## config.mk

```make
export PLATFORM = sky130hd
export DESIGN_NAME = bullet_fire_ctrl_flat
export DESIGN_NICKNAME = d
export VERILOG_FILES = /design/src/rtl/bullet_fire_ctrl_if.sv /design/src/rtl/bullet_fire_ctrl.sv /design/src/flat_wrapper.sv
export SDC_FILE = /design/constraint.sdc
export NUM_CORES = 1
export LEC_CHECK = 0
export ABC_AREA = 1
export CORE_ASPECT_RATIO = 1.75
export CORE_MARGIN = 8
export CORE_UTILIZATION = 39
export CTS_CLUSTER_SIZE = 16
export DETAILED_ROUTE_END_ITERATION = 16
export PLACE_DENSITY = 0.79
export SLEW_MARGIN = 40
export SYNTH_ARGS = -nofsm -noshare
export SYNTH_HDL_FRONTEND = slang
export SYNTH_SLANG_ARGS = --single-unit
```

## constraint.sdc

```tcl
create_clock -name frame_clk_i -period 2.36 [get_ports frame_clk_i]
set_input_delay 0.472 -clock frame_clk_i [delete_from_list [all_inputs] [get_ports frame_clk_i]]
set_output_delay 0.472 -clock frame_clk_i [all_outputs]
set_load 0.02 [all_outputs]
```

## src/rtl/bullet_fire_ctrl_if.sv

```systemverilog
// rtl/bullet_fire_ctrl_if.sv - fire-controller bundle between player/position stage and bullet_fire_ctrl
interface bullet_fire_ctrl_if #(
    parameter int BulletCount = 2
);
    logic                         fire_i;
    logic                         game_active_i;
    logic [BulletCount-1:0]       hit_i;
    logic [BulletCount-1:0][9:0]  bullet_y_i;
    logic [BulletCount-1:0]       bullet_display_o;
    logic                         fire_pulse_o;
    logic [15:0]                  shots_fired_o;

    modport master (
        output fire_i,
        output game_active_i,
        output hit_i,
        output bullet_y_i,
        input  bullet_display_o,
        input  fire_pulse_o,
        input  shots_fired_o
    );

    modport slave (
        input  fire_i,
        input  game_active_i,
        input  hit_i,
        input  bullet_y_i,
        output bullet_display_o,
        output fire_pulse_o,
        output shots_fired_o
    );
endinterface

```

## src/rtl/bullet_fire_ctrl.sv

```systemverilog
// rtl/bullet_fire_ctrl.sv - bullet launch/retire controller with cooldown and shot counter
// Optional BULLET_AUTOFIRE_EN: fire level (not edge) triggers launches.
module bullet_fire_ctrl #(
    parameter int BulletCount    = 2,
    parameter int CooldownFrames = 8,
    parameter int TopLimit       = 8,
    parameter int ScreenH        = 480
) (
    input  logic                     frame_clk_i,
    input  logic                     reset_i,
    bullet_fire_ctrl_if.slave        fire_if
);
    localparam int CdW = (CooldownFrames < 1) ? 1 : $clog2(CooldownFrames + 1);
    localparam logic [CdW-1:0] CdLoad = CdW'(CooldownFrames);
    localparam logic [9:0] TopY    = 10'(TopLimit);
    localparam logic [9:0] BottomY = 10'(ScreenH);

    typedef enum logic {
        IDLE = 1'b0,
        FLY  = 1'b1
    } slot_state_t;

    slot_state_t            slot_q [BulletCount];
    logic                   fire_prev_q;
    logic                   fire_pulse_q;
    logic [15:0]            shots_q;
    logic [CdW-1:0]         cooldown_q;

    logic                   trigger;
    logic                   launch;
    logic                   found;
    logic [BulletCount-1:0] launch_sel;
    logic [BulletCount-1:0] retire;
    logic [BulletCount-1:0] display;

`ifdef BULLET_AUTOFIRE_EN
    assign trigger = fire_if.fire_i;
`else
    assign trigger = fire_if.fire_i & ~fire_prev_q;
`endif

    // Only slots already IDLE at the start of the edge are candidates, so a
    // slot retiring this frame cannot be relaunched until the next one.
    always_comb begin
        launch_sel = '0;
        found      = 1'b0;
        retire     = '0;
        display    = '0;
        for (int i = 0; i < BulletCount; i++) begin
            display[i] = (slot_q[i] == FLY);
            retire[i]  = fire_if.hit_i[i]
                       | (fire_if.bullet_y_i[i] < TopY)
                       | (fire_if.bullet_y_i[i] >= BottomY);
            if (!found && slot_q[i] == IDLE) begin
                launch_sel[i] = 1'b1;
                found         = 1'b1;
            end
        end
    end

    assign launch = trigger & fire_if.game_active_i & (cooldown_q == '0) & found;

    always_ff @(posedge frame_clk_i or posedge reset_i) begin
        if (reset_i) begin
            for (int i = 0; i < BulletCount; i++) begin
                slot_q[i] <= IDLE;
            end
            fire_prev_q  <= 1'b1;
            fire_pulse_q <= 1'b0;
            shots_q      <= '0;
            cooldown_q   <= '0;
        end else begin
            fire_prev_q  <= fire_if.fire_i;
            fire_pulse_q <= launch;

            if (!fire_if.game_active_i) begin
                cooldown_q <= '0;
            end else if (launch) begin
                cooldown_q <= CdLoad;
            end else if (cooldown_q != '0) begin
                cooldown_q <= cooldown_q - CdW'(1);
            end

            if (launch && shots_q != 16'hFFFF) begin
                shots_q <= shots_q + 16'd1;
            end

            for (int i = 0; i < BulletCount; i++) begin
                case (slot_q[i])
                    IDLE: if (launch && launch_sel[i]) slot_q[i] <= FLY;
                    FLY:  if (!fire_if.game_active_i || retire[i]) slot_q[i] <= IDLE;
                    default: slot_q[i] <= IDLE;
                endcase
            end
        end
    end

    assign fire_if.bullet_display_o = display;
    assign fire_if.fire_pulse_o     = fire_pulse_q;
    assign fire_if.shots_fired_o    = shots_q;
endmodule
```

## src/flat_wrapper.sv

```systemverilog
// flat-port wrapper written by rule: the top's interface ports become plain ports
module bullet_fire_ctrl_flat 
#(
    parameter int BulletCount    = 2,
    parameter int CooldownFrames = 8,
    parameter int TopLimit       = 8,
    parameter int ScreenH        = 480
)
  (frame_clk_i, reset_i, fire_if_fire_i, fire_if_game_active_i, fire_if_hit_i, fire_if_bullet_y_i, fire_if_bullet_display_o, fire_if_fire_pulse_o, fire_if_shots_fired_o);
  bullet_fire_ctrl_if #(.BulletCount(BulletCount)) fire_if_i ();
  input  logic frame_clk_i;
  input  logic reset_i;
  input wire logic [$bits(fire_if_i.fire_i)-1:0] fire_if_fire_i;
  input wire logic [$bits(fire_if_i.game_active_i)-1:0] fire_if_game_active_i;
  input wire logic [$bits(fire_if_i.hit_i)-1:0] fire_if_hit_i;
  input wire logic [$bits(fire_if_i.bullet_y_i)-1:0] fire_if_bullet_y_i;
  output wire logic [$bits(fire_if_i.bullet_display_o)-1:0] fire_if_bullet_display_o;
  output wire logic [$bits(fire_if_i.fire_pulse_o)-1:0] fire_if_fire_pulse_o;
  output wire logic [$bits(fire_if_i.shots_fired_o)-1:0] fire_if_shots_fired_o;
  assign fire_if_i.fire_i = fire_if_fire_i;
  assign fire_if_i.game_active_i = fire_if_game_active_i;
  assign fire_if_i.hit_i = fire_if_hit_i;
  assign fire_if_i.bullet_y_i = fire_if_bullet_y_i;
  assign fire_if_bullet_display_o = fire_if_i.bullet_display_o;
  assign fire_if_fire_pulse_o = fire_if_i.fire_pulse_o;
  assign fire_if_shots_fired_o = fire_if_i.shots_fired_o;
  bullet_fire_ctrl #(.BulletCount(BulletCount), .CooldownFrames(CooldownFrames), .TopLimit(TopLimit), .ScreenH(ScreenH)) u_core (.frame_clk_i(frame_clk_i), .reset_i(reset_i), .fire_if(fire_if_i));
endmodule
```

# ---- After elaboration in Yosys (flattened, before gate mapping)
# Cells that the tools add are included.
dict set report totals {
  register_bits 24
  latch_bits 0
  ramBits 0
  romBits 0
  in_bits 26
  memories 0
}
dict set report op_classes {
  add_sub_neg 2
  multipliers 0
  div_mod_pow 0
  magnitude_cmp 4
  eq_ne 2
  shift 0
  mux 12
  bitwise 11
  reduce_logical 9
}
# cell n
set op_table {}
lappend op_table {{$ge 10x9->1 const B} 2}
lappend op_table {{$lt 10x4->1 const B} 2}
lappend op_table {{$add 16x1->16 const B} 1}
lappend op_table {{$ne 16x16->1 const B} 1}
lappend op_table {{$mux 4} 3}
lappend op_table {{$mux 1} 7}
lappend op_table {{$and 1x1->1} 4}
lappend op_table {{$logic_and 1x1->1} 4}
lappend op_table {{$logic_not 4->1} 1}
lappend op_table {{$or 1x1->1} 4}
lappend op_table {{$pmux 1 s2} 2}
lappend op_table {{$reduce_bool 4->1} 1}
lappend op_table {{$sub 4x1->4 const B} 1}
lappend op_table {{$ne 3x1->1 const B} 1}
lappend op_table {{$not 1->1} 3}
lappend op_table {{$logic_or 1x1->1} 2}
lappend op_table {{$logic_not 1->1} 1}

# ---- Logic depth before layout (Yosys ltp)
dict set report logic_depth {
  word_depth 8
  mapped_depth 9
}

# ---- Worst setup path after synthesis
# Ideal clock, no wire load.
dict set report synth_path {
  kind {register to register}
  from {register u_core.shots_q[0] (netlist: u_core.fire_if.shots_fired_o[0])}
  to {register u_core.shots_q[2] (netlist: u_core.fire_if.shots_fired_o[2])}
  setup_time_ns 0.118
  arrival_ns 1.505
  t_required_ns 2.242
  slack_ns 0.738
  stages_incl_launch_ff 10
  n_path_buf 1
  period_less_slack_ns 1.622
  cell_sequence {dfrtp_1 > ha_1 > nand3_1 > inv_2 > nand2_4 > nor2_4 > nor2_8 > buf_12 > nand2_2 > nand2_1}
}
dict set report synth_between {
  elab_chain_len 2
  elab_cells_between_ends 3
  classes_between {1 x add/sub; 1 x eq/ne; 1 x reduce/logical}
}
# element line
set synth_lines {}
lappend synth_lines {{start, declared} bullet_fire_ctrl.sv:26} ;# logic [15:0] shots_q;
lappend synth_lines {{start signal, assigned} bullet_fire_ctrl.sv:85} ;# shots_q <= shots_q + 16'd1;
lappend synth_lines {{branches (longest 2 deep; another with $add 16x1->16)} --}
# Several ways; the timed one is not identified.
# A chain may end at the register's enable or synchronous reset.

# ---- Final worst setup path
dict set report layout_path {
  from {register u_core.shots_q[12] (netlist: u_core.fire_if.shots_fired_o[12])}
  to {output fire_if_shots_fired_o[12]}
}
# element line
set layout_rtl {}
lappend layout_rtl {{end, declared} flat_wrapper.sv:19} ;# output wire logic [$bits(fire_if_i.shots_fired_o)-1:0] fire_if_shots_fired_o;
# No word-level cell between the ends.

==> flow_metrics.env <==
export IMPL_finalClockSkew_ns=0.00802
export IMPL_grt_max_degree=25
export IMPL_slew_violations=0
export IMPL_die_x_um=63.4
export IMPL_via_count=1408
export IMPL_peakVddDrop_v=0.000425
export IMPL_cp_required_ns=1.89
export IMPL_yosysUniqueCellTypes=25
export IMPL_reg2reg_depth=7
export IMPL_hp_class="flip-flop to flip-flop"
export IMPL_min_path_cells=2
export IMPL_pre_cts_ws_ns=0.285
export IMPL_path_max_fanout=7
export IMPL_synth_top_cell_by_area="dfrtp_1"
export IMPL_antenna_left=0
export IMPL_post_cts_setup_buffers=0
export IMPL_cts_buffers=3
export IMPL_synth_seq_cells=24
export IMPL_initial_core_util_pct=40.0
export IMPL_hold_viol_final=0
export IMPL_routed_via_density=4.82
export IMPL_hpwl_mm=2.81
export IMPL_yosysWarnings=0
export IMPL_cts_resized=0
export IMPL_cp_top_family="buffers and inverters"
export IMPL_multi_input_area_um2=833
export IMPL_final_util_pct=52.7
export IMPL_grt_pass1_vias=1484
export IMPL_drt_wl_total_mm=3.60
export IMPL_cp_cell_sequence="clkdlybuf4s50_1"
export IMPL_final_cell_mix="78 x nand2_1, 38 x clkdlybuf4s50_1, 23 x dfrtp_1"
export IMPL_synth_ff_type="dfrtp_1"
export IMPL_netlist_area_um2=1530
export IMPL_total_leakage_power_nw=0.915
export IMPL_tightest_slew_ns=0.421
export IMPL_root_buffer="clkbuf_8"
export IMPL_grt_first_pass_wirelength_mm=6.46
export IMPL_rows=30
export IMPL_final_common_cell="nand2_1"
export IMPL_drt_iter0_markers=24
export IMPL_setup_slack_ns=0.480
export IMPL_grt_setup_unrepaired="false"
export IMPL_syn_inst=203
export IMPL_dr_pass1_iters=4
export IMPL_outcome="complete, no violations"
export IMPL_overflow=0
export IMPL_critPathMaxStageDelay_ns=0.66
export IMPL_setup_viol=0
export IMPL_max_clock_path_buffers=2
export IMPL_ys_seq_area_share_pct=39.3
export IMPL_end_kind="primary output"
export IMPL_antennaDiodeCount=0
export IMPL_period_needed_ns=1.88
export IMPL_synth_avg_cell_area_um2=7.54
export IMPL_relSlewSlack_pct=71.8
export IMPL_fin_crit_sh_pct=79.7
export IMPL_p_per_area_nw_per_um2=675
export IMPL_crit_slowest_cell="clkdlybuf4s50_1"
export IMPL_critical_path_class="flip-flop to primary output"
export IMPL_cts_max_level=1
export IMPL_clk_pin_slew_ns=0.09
export IMPL_nets=273
export IMPL_start_kind="flip-flop"
export IMPL_dieHeight_um=98.9
export IMPL_synthToLayoutAreaGrowth_pct=31.9
export IMPL_syn_nets=231
export IMPL_synth_async_reset_ratio_pct=100
export IMPL_die_area_um2=6260
export IMPL_drive_above_1_share_pct=11.9
export IMPL_path_buf_inv=1
export IMPL_worstPathArrival_ns=1.41
export IMPL_postCtsHoldBufs=0
export IMPL_cts_sinks=24
export IMPL_n_fill_cell=365
export IMPL_path_depth=1
export IMPL_synth_top_area_share_pct=37.6
export IMPL_synth_edf_count=0
export IMPL_routabilityCongestion=0.855
export IMPL_drc_errors=0
export IMPL_final_seq_area_um2=602
export IMPL_ioPinCount=45
export IMPL_antenna_found_initial=0
export IMPL_finalSetupTns_ns=0
export IMPL_fp_coreArea_um2=3830
export IMPL_tritoncts="built"
export IMPL_grt_use_total_pct=12.4
export IMPL_synth_area_leaders="dfrtp_1 38%, nand2_1 19%, nor2_1 5.4%"
export IMPL_power_mw=1.36
export IMPL_dp_cells=288
export IMPL_drt_wirelength_per_cell_um=12.3
export IMPL_clock_latency_ns=0.27
export IMPL_portBuffers=38
export IMPL_instances_no_fill=292
export IMPL_max_freq_ghz=0.532
export IMPL_cap_violations=0
[cells by family after synthesis]
group | Yosys count | share of synthesized area [%]
fa+ha+maj | 2 | 1.64
compound gates | 6 | 2.70
flops | 24 | 39.3
simple gates | 143 | 45.0
buf+inv | 19 | 6.21
xor+xnor | 9 | 5.15
[state kept, by name, summed over array words and instances (netlist names)]
signal	cells
u_core.fire_if.fire_pulse_o	1
u_core.fire_prev_q	1
u_core.fire_if.shots_fired_o	16
u_core.fire_if.bullet_display_o	2
u_core.cooldown_q	4
[metal layers]
metal	share of wire, %	GRT usage, %	vias to the layer above	routed length [um]
li1	-	-	717	-
met1	41	13.1	649	1460
met2	53	22.5	37	1910
met3	4.9	2.95	5	176
met4	1.4	4.84	0	49
met5	0	0	-	0
[Yosys cell counts (2+ instances only)]
library cell / n
nand4_1: 8
dfrtp_1: 23
xor2_1: 4
xnor2_1: 5
nand2_2: 11
o21ai_0: 4
nand2_1: 78
nor2_4: 3
nor2_1: 22
nand3_1: 12
nand2_4: 2
ha_1: 2
nor2_2: 2
inv_1: 16
[worst paths after layout]
| check | start | to | slack, ns |
|---|---|---|---|
| min | u_core.cooldown_q[1]$_DFFE_PP0P_ | u_core.cooldown_q[1]$_DFFE_PP0P_ | 0.49 |
| min in group asynchronous | reset_i | u_core.fire_if.shots_fired_o[4]$_DFFE_PP0P_ | 0.54 |
| max | u_core.fire_if.shots_fired_o[12]$_DFFE_PP0P_ | fire_if_shots_fired_o[12] | 0.48 |
| max reg2reg | u_core.fire_if.shots_fired_o[0]$_DFFE_PP0P_ | u_core.fire_if.shots_fired_o[14]$_DFFE_PP0P_ | 0.66 |
| min reg2reg | u_core.cooldown_q[1]$_DFFE_PP0P_ | u_core.cooldown_q[1]$_DFFE_PP0P_ | 0.49 |
| max in group asynchronous | reset_i | u_core.fire_prev_q$_DFF_PP1_ | 1.53 |
[report_power, final]
part           switching (mW)  internal [mW]
clock network           0.137          0.227
logic                   0.250          0.198
registers              0.0744          0.476
total                   0.461          0.901
[stage by stage]
| stage | cell area [um^2] | hold WS, ns |
|---|---|---|
| 2_1_floorplan | 1530 | 0.449 |
| 3_3_place_gp | 1950 | 0.464 |
| 3_5_place_dp | 1950 | 0.466 |
| 4_1_cts | 2020 | 0.488 |
| 5_1_grt | 2020 | 0.525 |
| 6_report | 2020 | 0.485 |
[final cells by class]
type                            count  share of cell area [%]
Multi-Input combinational cell    160                    41.3
Tap cell                           48                    2.98
Timing Repair Buffer               39                    19.2
Clock buffer                        3                    2.05
Clock inverter                      1                    1.49
Sequential cell                    24                    29.8
Inverter                           17                    3.16
No activity file was read; power rests on OpenSTA's default activity.
